**src/rtl/dtlb_buffer.sv**
```systemverilog
// MEM-stage data TLB buffer: zero-latency vaddr->paddr on hit, stalls and
// queries TLB s1 on miss. Optional counters under DTLB_STAT_EN.
// Ports: clk, rst (sync, active-high); req_valid/req_vaddr/req_store request;
//   cp0_asid, cp0_k0 CP0 state; tlb_flush, tlbp_busy TLB control;
//   D_VPN2 -> TLB, s1_found/D_TLBEntry <- TLB;
//   paddr, uncached, stall, exc_refill/exc_invalid/exc_modify results;
//   stat_hit/stat_miss only when DTLB_STAT_EN is defined.
module dtlb_buffer #(
  parameter int ENTRIES = 2,
  parameter int STAT_W  = 32
) (
  input  logic        clk,
  input  logic        rst,
  input  logic        req_valid,
  input  logic [31:0] req_vaddr,
  input  logic        req_store,
  input  logic [7:0]  cp0_asid,
  input  logic [2:0]  cp0_k0,
  input  logic        tlb_flush,
  input  logic        tlbp_busy,
  output logic [18:0] D_VPN2,
  input  logic        s1_found,
  input  logic [77:0] D_TLBEntry,
  output logic [31:0] paddr,
  output logic        uncached,
  output logic        stall,
  output logic        exc_refill,
  output logic        exc_invalid,
  output logic        exc_modify
`ifdef DTLB_STAT_EN
  ,
  output logic [STAT_W-1:0] stat_hit,
  output logic [STAT_W-1:0] stat_miss
`endif
);

  localparam int PW = (ENTRIES > 1) ? $clog2(ENTRIES) : 1;

  typedef struct packed {
    logic [18:0] vpn2;
    logic [7:0]  asid;
    logic        g;
    logic [19:0] pfn0;
    logic [2:0]  c0;
    logic        d0;
    logic        v0;
    logic [19:0] pfn1;
    logic [2:0]  c1;
    logic        d1;
    logic        v1;
  } tlb_entry_t;

  typedef enum logic [1:0] {
    IDLE,
    LOOKUP,
    FAULT
  } state_t;

  state_t          state;
  tlb_entry_t      ent [ENTRIES];
  logic [ENTRIES-1:0] vld;
  logic [PW-1:0]   ptr;

  tlb_entry_t  sel;
  logic        hit;
  logic        unmapped;
  logic        odd;
  logic [19:0] pfn;
  logic [2:0]  cattr;
  logic        dirty;
  logic        pvalid;
  logic        idle_req;
  logic        miss_go;

  assign unmapped = (req_vaddr[31:30] == 2'b10);
  assign odd      = req_vaddr[12];

  // Scan high to low so the lowest matching index is the one kept.
  always_comb begin
    hit = 1'b0;
    sel = '0;
    for (int i = ENTRIES - 1; i >= 0; i--) begin
      if (vld[i] && ent[i].vpn2 == req_vaddr[31:13] &&
          (ent[i].g || ent[i].asid == cp0_asid)) begin
        hit = 1'b1;
        sel = ent[i];
      end
    end
  end

  always_comb begin
    pfn    = odd ? sel.pfn1 : sel.pfn0;
    cattr  = odd ? sel.c1   : sel.c0;
    dirty  = odd ? sel.d1   : sel.d0;
    pvalid = odd ? sel.v1   : sel.v0;
  end

  always_comb begin
    paddr    = {pfn, req_vaddr[11:0]};
    uncached = (cattr != 3'b011);
    if (unmapped) begin
      paddr    = {3'b000, req_vaddr[28:0]};
      uncached = req_vaddr[29] ? 1'b1 : (cp0_k0 != 3'b011);
    end
  end

  assign idle_req    = req_valid && !unmapped && state == IDLE;
  assign miss_go     = idle_req && !hit;
  assign stall       = miss_go || (req_valid && state == LOOKUP);
  assign exc_refill  = req_valid && state == FAULT;
  assign exc_invalid = idle_req && hit && !pvalid;
  assign exc_modify  = idle_req && hit && pvalid && req_store && !dirty;

  always_ff @(posedge clk) begin
    if (rst) begin
      state  <= IDLE;
      vld    <= '0;
      ptr    <= '0;
      D_VPN2 <= '0;
    end else begin
      unique case (state)
        IDLE: begin
          if (miss_go) begin
            D_VPN2 <= req_vaddr[31:13];
            state  <= LOOKUP;
          end
        end
        LOOKUP: begin
          // A flush invalidates whatever the TLB returns this cycle.
          if (tlb_flush) begin
            state <= IDLE;
          end else if (!tlbp_busy) begin
            if (s1_found) begin
              ent[ptr] <= tlb_entry_t'(D_TLBEntry);
              vld[ptr] <= 1'b1;
              ptr      <= (ptr == PW'(ENTRIES - 1)) ? '0 : ptr + 1'b1;
              state    <= IDLE;
            end else begin
              state <= req_valid ? FAULT : IDLE;
            end
          end
        end
        FAULT: state <= IDLE;
        default: state <= IDLE;
      endcase
      if (tlb_flush) begin
        vld <= '0;
      end
    end
  end

`ifdef DTLB_STAT_EN
  always_ff @(posedge clk) begin
    if (rst) begin
      stat_hit  <= '0;
      stat_miss <= '0;
    end else begin
      if (idle_req && hit && stat_hit != '1) begin
        stat_hit <= stat_hit + 1'b1;
      end
      if (miss_go && stat_miss != '1) begin
        stat_miss <= stat_miss + 1'b1;
      end
    end
  end
`endif

endmodule

```
**config.mk**
```make
export PLATFORM = sky130hd
export DESIGN_NAME = dtlb_buffer
export DESIGN_NICKNAME = d
export VERILOG_FILES = /design/src/rtl/dtlb_buffer.sv
export SDC_FILE = /design/constraint.sdc
export NUM_CORES = 1
export LEC_CHECK = 0
export ABC_AREA = 1
export ABC_CLOCK_PERIOD_IN_PS = 6100
export CORE_ASPECT_RATIO = 0.7
export CORE_MARGIN = 4
export CORE_UTILIZATION = 45
export CTS_BUF_LIST = sky130_fd_sc_hd__clkbuf_4
export DETAILED_ROUTE_END_ITERATION = 10
export PLACE_DENSITY_LB_ADDON = 0.15
export SLEW_MARGIN = 20
export SYNTH_ARGS = -nofsm -noshare
export SYNTH_HDL_FRONTEND = slang
export SYNTH_SLANG_ARGS = --single-unit
export TNS_END_PERCENT = 1
```
**constraint.sdc**
```tcl
create_clock -name clk -period 6.1 [get_ports clk]
set_clock_uncertainty 0.15 [all_clocks]
set_input_delay 1.22 -clock clk [delete_from_list [all_inputs] [get_ports clk]]
set_output_delay 1.22 -clock clk [all_outputs]
set_load 0.05 [all_outputs]
```
**Word level (Yosys, flattened, before mapping)**

Memory sizes are Yosys's and may differ from the RTL's.
Index checks and enable logic that the tools add are counted.

- Register bits: 24
- Bits in writable memories: 156
- Output and inout bits: 56
- Word-level logic and storage cells: 76
- Memories kept: 1

- $add $sub $neg: 1
- Order comparisons: 2
- Equality and inequality tests: 11
- Multiplexer cells: 26
- Bitwise logic cells: 3
- Reductions and logical operators: 28

Memories:

| memory | depth | bits a word | rd ports | clocked after memory_dff | write ports | line | source |
|---|---|---|---|---|---|---|---|
| ent | 2 | 78 | 2 | 0 | 1 | 60 | `tlb_entry_t ent [ENTRIES];` |

Operators with widths:

| kind | count |
|---|---|
| 50-bit 2-to-1 mux | 2 |
| 19-bit equality test | 2 |
| 32-bit 2-to-1 mux | 1 |
| 20-bit 2-to-1 mux | 1 |
| 8-bit equality test | 2 |
| 1-bit logical AND | 15 |
| 1-bit 2-to-1 mux | 14 |
| 2-bit 2-to-1 mux | 5 |
| 3-bit by 2-bit inequality test with 1-bit output (second input constant) | 2 |
| 2-bit equality test (second input constant) | 2 |
| 1-bit zero test | 4 |
| 2-bit one-hot mux with 2 select lines | 1 |
| 2-bit AND reduction | 2 |
| 4-bit AND reduction | 1 |
| 1-bit logical OR | 3 |
| 3-bit 2-to-1 mux | 1 |
| 3-bit inequality test (second input constant) | 1 |
| 3-bit AND reduction | 1 |
| 2-bit by 1-bit equality test with 1-bit output (second input constant) | 1 |
| 2-bit zero test | 1 |
| 1-bit by 2-bit less-than comparator with 1-bit output (second input constant) | 1 |
| 2-bit inequality test (second input constant) | 1 |
| 1-bit NOT | 2 |
| 2-bit OR | 1 |
| 4 further kinds | 4 |

**Longest topological paths before layout**

Gate-level depths: netlist of the first run.
An unclocked memory read counts as a cell.

- Word-level depth: 10
- Gate-level depth with buffers: 15
- Depth with buffers taken out: 15

**Least setup slack after synthesis of the first run**

No wires, ideal clock.

- Path kind: input -> register
- From: input tlb_flush
- To: memory ent[1][0] in the netlist's numbering (enable)
- Library setup time: 516 ps
- Arrival time: 4,814 ps
- Setup slack: 620 ps
- Cell stages on the path: 5
- Cells stage by stage: inv_1 > nand4_1 > inv_1 > nand2_1 > nor2_1

- Word-level cells in the longest chain between the ends: 4

Ends and longest elaborated chain:

| element | line | source |
|---|---|---|
| start, declared | 19 | `input logic tlb_flush,` |
| 1-bit 2-to-1 mux | 130 | `if (tlb_flush) begin` |
| 1-bit 2-to-1 mux | 121 | `unique case (state)` |
| 1-bit 2-to-1 mux | 115 | `if (rst) begin` |
| 1-bit 2-to-1 mux (not written as such) | 134 | `ent[ptr] <= tlb_entry_t'(D_TLBEntry);` |
| end, declared | 60 |  |

Every way passes these cells.

**Worst setup path in the final report of the first run**

- From: input req_vaddr[20]
- To: output paddr[31]

- Word-level cells in the longest chain between the ends: 7
- Elaborated cells between the ends (all ways): 10

Ends and longest elaborated chain:

| element | line | source |
|---|---|---|
| start, declared | 15 | `input logic [31:0] req_vaddr,` |
| 19-bit equality test | 83 | `if (vld[i] && ent[i].vpn2 == req_vaddr[31:13] &&` |
| 1-bit logical AND (2 in a row) | 83 |  |
| 50-bit 2-to-1 mux | 83 |  |
| 50-bit 2-to-1 mux (*) | 83 |  |
| 20-bit 2-to-1 mux (*) | 92 | `pfn = odd ? sel.pfn1 : sel.pfn0;` |
| 32-bit 2-to-1 mux (*) | 101 | `if (unmapped) begin` |
| end, declared | 24 | `output logic [31:0] paddr,` |

Mark *: on every way between the ends. The rest lies on a longest branch, timed or not.

==> out/results.ini, run 1 <==
[clock_network]
htree_levels=4
post_cts_buffers=0
tritoncts=done
clock_sinks=180
cts.clk_slew.worst_paths_ns=0.17
cts_buffers=17
hold_buffers=0
clock_latency_ns=0.57
cts_root_buf=clkbuf_4
ctsResizeCount=0
clockBufferDepth=2

[detailed_routing]
wl_met1_mm=10.5
vias=5902
wl_per_cell_um=17.7
drc=0
drtPass1Iterations=5
vias_per_cell=4.94
wl_met2_mm=8.56
top_layer_used=met5
wl_met3_mm=1.87
drt-total-wl_mm=21.1
ant_nets=0
drt_iter0_markers=607

[floorplan]
ios=184
die_h_um=119
core_um2=17300
die_area_um2=19900
placementRows=40
die_w_um=167
start_util_pct=46.2

[synth]
synth_cells=797
synth_top_area_cell=edfxtp_1
syn_avg_cell_area_um2=10.0
netlist_top_cells_area=edfxtp_1 (59%), nand2_1 (12%), dfxtp_1 (6.0%)
netlist_area_um2=7970
async_flop_share_pct=0
synth.top_cell.area_share_pct=58.8
synth_warnings=0
ys_ff_latch=180
seq_area_frac_synth_pct=64.8
synth.most_common_cell=nand2_1
netlist_top_cells_count=nand2_1 (248), edfxtp_1 (156), nor2_1 (84)
synth_edf_count=156
syn_nets=925
synth_top_flop_cell=edfxtp_1
synth_cell_type_count=36

[layout]
antennaDiodeCount=0
nNetsFinal=1078
final_util_pct=59.5
drive_gt1_share_pct=10.2
instances_no_fill=1194
area_delta_synth_final_pct=28.9

[placed_design]
dpl.cell_count=1162
gp_congestion=0.962
hpwlAfterDp_mm=15.8
port_buffers=159

[global_route]
antenna_found_initial=1
grt_overflow_total=0
first_global_vias=5712
grt_max_degree=53
grt_pass1_wl_mm=32.1
grt_use_total_pct=21.3

[critical_path]
r2r_start=ent[0][51]$_DFFE_PP_
worstPathRequired_ns=4.73
cp_max_fo=4
endpoint_kind=output port
path_class=input pin to output port
r2r-end=D_VPN2[8]$_SDFFE_PP0P_
arrival_ns=4.20
start_kind=input pin
r2r_setup_slack_ns=3.06
r2r_cells=12

[outcome]
status=complete, no violations

[pwr]
p_leak_nw=4.01
powerDensity_nw_per_um2=227
total_power_w=0.00233
peakVddDrop_uv=127

[flow_run]
max_cap_viol_count=0

[sta]
fin_crit_ns=5.57
timing.final.crit_share_pct=91.4
rsz0062_at_grt=false
final_max_slew_viol_count=0
fin_tns_setup_ns=0
max_clock_freq_ghz=0.179
setup_viol=0
slew_headroom_pct=38.8
worstMarginPinSlew_ns=0.916
final_hold_viol_count=0

[min_path]
min_to=D_VPN2[7]$_SDFFE_PP0P_
holdPathStages=2
hp-start=D_VPN2[7]$_SDFFE_PP0P_
hold_path_class=register to register

-- cell usage in the layout (no fill, tap or decap), types with 4 or more instances in the layout --
master,Yosys,layout
clkbuf_4,0,17
nand3_1,70,70
a21oi_1,5,5
edfxtp_1,156,156
nand2_1,248,248
nand4_1,13,13
clkdlybuf4s50_1,0,136
inv_1,67,67
xnor2_1,22,22
or2_2,6,6
dfxtp_1,24,24
nor2_2,4,5
inv_8,0,5
buf_12,0,25
nor2_1,84,81
o21ai_0,21,21
buf_4,16,7
clkinv_8,0,4
inv_2,13,13
-- per-stage QoR --
| step | area [µm²] | hold WS (ns) | setup slack [ns] |
|---|---|---|---|
| after CTS | 10300 | 0.388 | 0.561 |
| final | 10300 | 0.384 | 0.526 |
| after detailed placement | 9970 | 0.349 | 0.564 |
| after global routing | 10300 | 0.415 | 0.368 |
| after floorplan | 7970 | 0.305 | 0.620 |
| after global placement | 9970 | 0.331 | 0.566 |
-- cell families (layout without fill, tap and decap cells) --
group / Yosys count / in the layout / share of synthesized area (%)
flops: 180 / 180 / 64.8
buf+inv: 116 / 282 / 6.67
xor+xnor: 22 / 22 / 2.42
simple gates: 440 / 440 / 23.3
compound gates: 39 / 39 / 2.83
-- state kept, by name, summed over array words and instances (netlist names) --
register / count
D_VPN2: 19
state: 2
ptr: 1
vld: 2
ent: 156
-- power breakdown --
| part | total [W] | internal, W | leakage, nW | switching [W] |
|---|---|---|---|---|
| clock | 0.000684 | 0.000198 | 0.161 | 0.000486 |
| combinational | 0.000292 | 0.000131 | 2.25 | 0.000161 |
| sequential | 0.00136 | 0.00135 | 1.60 | 0.00000665 |
-- routing by layer --
metal / vias to the layer above / GRT usage (%)
li1: 2934 / -
met1: 2725 / 32.3
met2: 216 / 29.5
met3: 25 / 7.66
met4: 2 / 4.24
met5: - / 0
-- layout make-up --
| class | count | area (µm²) |
|---|---|---|
| fill | 1520 | 6990 |
| sequential | 180 | 5160 |
| multi-input combinational | 501 | 2290 |
| timing repair buffer | 168 | 1910 |
| inverter | 82 | 308 |
| tap | 231 | 289 |
| clock inverter | 15 | 180 |
| clock buffer | 17 | 128 |
-- worst max-delay path by stage --
| stage | from | end | slack [ns] | cells after the start |
|---|---|---|---|---|
| 4_1_cts | req_vaddr[15] | paddr[31] | 0.56 | 14 |
| 3_5_place_dp | req_vaddr[15] | paddr[31] | 0.56 | 14 |
| 6_report | req_vaddr[20] | paddr[31] | 0.53 | 14 |
| 3_3_place_gp | req_vaddr[15] | paddr[31] | 0.57 | 14 |
| 5_1_grt | req_vaddr[15] | paddr[31] | 0.37 | 14 |
| 2_1_floorplan | tlb_flush | ent[1][0]$_DFFE_PP_ | 0.62 | 5 |
-- worst max-delay path, stage by stage --
cell and delay (ns):
clkdlybuf4s50_1 0.67, inv_2 0.07, nand2_1 0.08, o21ai_0 0.08
nor2_1 0.10, nand3_1 0.09, nor2_1 0.16, nand2_1 0.06
nor2_1 0.24, nand2_1 0.11, a21oi_1 0.15, nand2_1 0.07
nor2_1 0.22, clkdlybuf4s50_1 0.87
(Power assumes the default switching activity.)
==> inputs of run 2 (changes only) <==
Settings changed: REMOVE_ABC_BUFFERS set to 1.
==> run 2 against run 1 <==
Utilization decreased by 0.55 points. Final cell count about the same. Clock-buffer cell count rose by 1. Design area shrank 0.93%. Register-to-register slack gained 0.33 ns. Combinational power fell by 1%. Routed wire length down 2.9%. Setup slack improved by 0.32 ns. Sequential cell count unchanged.
==> out/results.ini, run 2 (synthesis results as in run 1) <==
[outcome]
status=complete, no violations  ; unchanged

[critical_path]
cp_num_buf_inv=5  ; was 3
crit_chain=clkdlybuf4s50_1 -> inv_1 -> nand2_1 -> nand2_1 -> nand2_1 -> nor2_1 -> nand2_1 -> nand2_1 -> nand3_2 -> nand2_2 -> nor2_2 -> inv_1 -> buf_4 -> nand2_1 -> buf_12  ; was clkdlybuf4s50_1 -> inv_2 -> nand2_1 -> o21ai_0 -> nor2_1 -> nand3_1 -> nor2_1 -> nand2_1 -> nor2_1 -> nand2_1 -> a21oi_1 -> nand2_1 -> nor2_1 -> clkdlybuf4s50_1
r2r_setup_slack_ns=3.39  ; was 3.06 ns
path_class=input pin to output port  ; unchanged
worstPathRequired_ns=4.73  ; about the same
critPathMostFrequentCell=nand2_1
arrival_ns=3.88  ; was 4.20 ns
endpoint_kind=output port  ; unchanged
cp_max_fo=21  ; was 4
cpMaxStageDelayCell=nor2_2  ; was clkdlybuf4s50_1
start_kind=input pin  ; unchanged
path_delay_family=simple AND/OR/NAND/NOR gates  ; was buffers and inverters
critPathMaxStageDelay_ns=0.67  ; was 0.87 ns

[floorplan]
placementRows=40  ; unchanged
ios=184  ; unchanged
die_w_um=167  ; unchanged
core_um2=17300  ; unchanged
die_area_um2=19900  ; unchanged
die_h_um=119  ; unchanged
start_util_pct=46.2  ; unchanged

[sta]
setup_slack_ns=0.850  ; was 0.526 ns
setup_viol=0  ; unchanged
timing.final.crit_share_pct=86.1  ; was 91.4%
worstMarginPinSlew_ns=0.969  ; was 0.916 ns
final_max_slew_viol_count=0  ; unchanged
slew_headroom_pct=35.3  ; was 38.8%
max_clock_freq_ghz=0.190  ; was 0.179 GHz
rsz0062_at_grt=false  ; unchanged
fin_tns_setup_ns=0  ; unchanged
fin_crit_ns=5.25  ; was 5.57 ns
final_hold_viol_count=0  ; unchanged

[pwr]
internal_power_w=0.00168  ; about the same
p_leak_nw=3.98  ; was 4.01 nW
swShare_pct=25.4  ; was 28.0%
powerDensity_nw_per_um2=221  ; was 227 nW/µm²
power_frac_comb_pct=12.8  ; was 12.5%
power.net_switching_w=0.000573  ; was 0.000654 W
peakVddDrop_uv=171  ; was 127 µV
p_clk_share_pct=27.1  ; was 29.3%
p_seq_share_pct=60.1  ; was 58.2%

[layout]
regMostFlops=ent  ; unchanged
largest_register_ffs=156  ; unchanged
top_regs=ent (156), D_VPN2 (19)  ; unchanged
seq_area_um2=5160  ; unchanged
instances_no_fill=1195  ; was 1194
final_common_cell=nand2_1  ; unchanged
fin_area_um2=10200  ; was 10300 µm²
drive_gt1_share_pct=9.97  ; was 10.2%
area_delta_synth_final_pct=27.7  ; was 28.9%
nNetsFinal=1078  ; unchanged
multiInputGateArea_um2=2290  ; unchanged
fillers=1504  ; was 1520
final_cell_mix=nand2_1 (248), edfxtp_1 (156), clkdlybuf4s50_1 (135)  ; was nand2_1 (248), edfxtp_1 (156), clkdlybuf4s50_1 (136)

[placed_design]
dpl_worst_slack_ns=0.812  ; was 0.564 ns
port_buffers=159  ; unchanged
dpl.cell_count=1162  ; unchanged
gp_congestion=0.950  ; was 0.962
placed_area_um2=9930  ; was 9970 µm²
hpwlAfterDp_mm=14.5  ; was 15.8 mm

[detailed_routing]
drt-total-wl_mm=20.5  ; was 21.1 mm
vias=5942  ; was 5902
ant_nets=0  ; unchanged
vias_per_cell=4.97  ; was 4.94
wl_per_cell_um=17.2  ; was 17.7 µm
drc=0  ; unchanged
drt_iter0_markers=535  ; was 607
drtPass1Iterations=7  ; was 5

[global_route]
grt_overflow_total=0  ; unchanged
first_global_vias=5621  ; was 5712
antenna_found_initial=0  ; was 1
grt_max_degree=80  ; was 53
grt_use_total_pct=20.7  ; was 21.3%
grt_pass1_wl_mm=31.4  ; was 32.1 mm

[clock_network]
ctsResizeCount=0  ; unchanged
tritoncts=done  ; unchanged
hold_buffers=0  ; unchanged
cts_root_buf=clkbuf_4  ; unchanged
clockBufferDepth=2  ; unchanged
cts_buffers=17  ; unchanged
cts.clk_slew.worst_paths_ns=0.14  ; was 0.17 ns
clock_sinks=180  ; unchanged
clock_latency_ns=0.57  ; about the same
post_cts_buffers=0  ; unchanged
htree_levels=4  ; unchanged

[flow_run]
max_cap_viol_count=0  ; unchanged

[min_path]
hold_path_class=register to register  ; unchanged

-- run 2: cell types whose count changed in the layout (fill, tap and decap cells not counted), moves of 3 or more --
cell and delta:
clkinv_2 +4, buf_12 -3, buf_4 +3, clkinv_1 +3, clkinv_8 -4, inv_8 -5
-- run 2: power by group through the flow --
stage	sequential, W	clock, W	combinational, W
after floorplan	0.00142	0	0.0000820
after global placement	0.00138	0	0.000285
after detailed placement	0.00138	0	0.000287
after CTS	0.00136	0.000626	0.000288
after global routing	0.00136	0.000681	0.000307
final	0.00136	0.000610	0.000288
-- run 2: worst min-delay path: stages (launching register included) --
cell     delay [ns]
dfxtp_1        0.37
o21ai_1        0.07
nor2_1         0.07
-- run 2: worst paths after layout --
check | from | endpoint | cells after the start
setup / recovery | cp0_asid[3] | stall | 15
setup reg to reg | ent[0][56]$_DFFE_PP_ | D_VPN2[8]$_SDFFE_PP0P_ | 12
hold reg to reg | D_VPN2[7]$_SDFFE_PP0P_ | D_VPN2[7]$_SDFFE_PP0P_ | 2
hold / removal | D_VPN2[7]$_SDFFE_PP0P_ | D_VPN2[7]$_SDFFE_PP0P_ | 2
-- run 2: per-stage QoR --
step           hold WS (ns)  util (%)  total power (W)
6_report              0.378      58.9          0.00225
5_1_grt               0.413      58.9          0.00235
4_1_cts               0.378      58.9          0.00227
3_5_place_dp          0.345      57.5          0.00167
3_3_place_gp          0.345      57.5          0.00167
2_1_floorplan         0.305         -          0.00150
-- run 2: area by class of cell --
class                      instances  area share (%)
antenna                            1          0.0246
clock buffer                      18            1.33
tap                              231            2.84
timing repair buffer             168            18.5
inverter                          82            3.02
sequential                       180            50.7
clock inverter                    14            1.09
multi-input combinational        501            22.5
-- run 2: layer usage --
metal	up-vias	global-route usage (%)	wire length, µm
li1	2916	-	-
met2	254	28.5	8560
met1	2751	30.7	9710
met3	21	7.63	1960
met5	-	0	0
met4	0	5.47	279
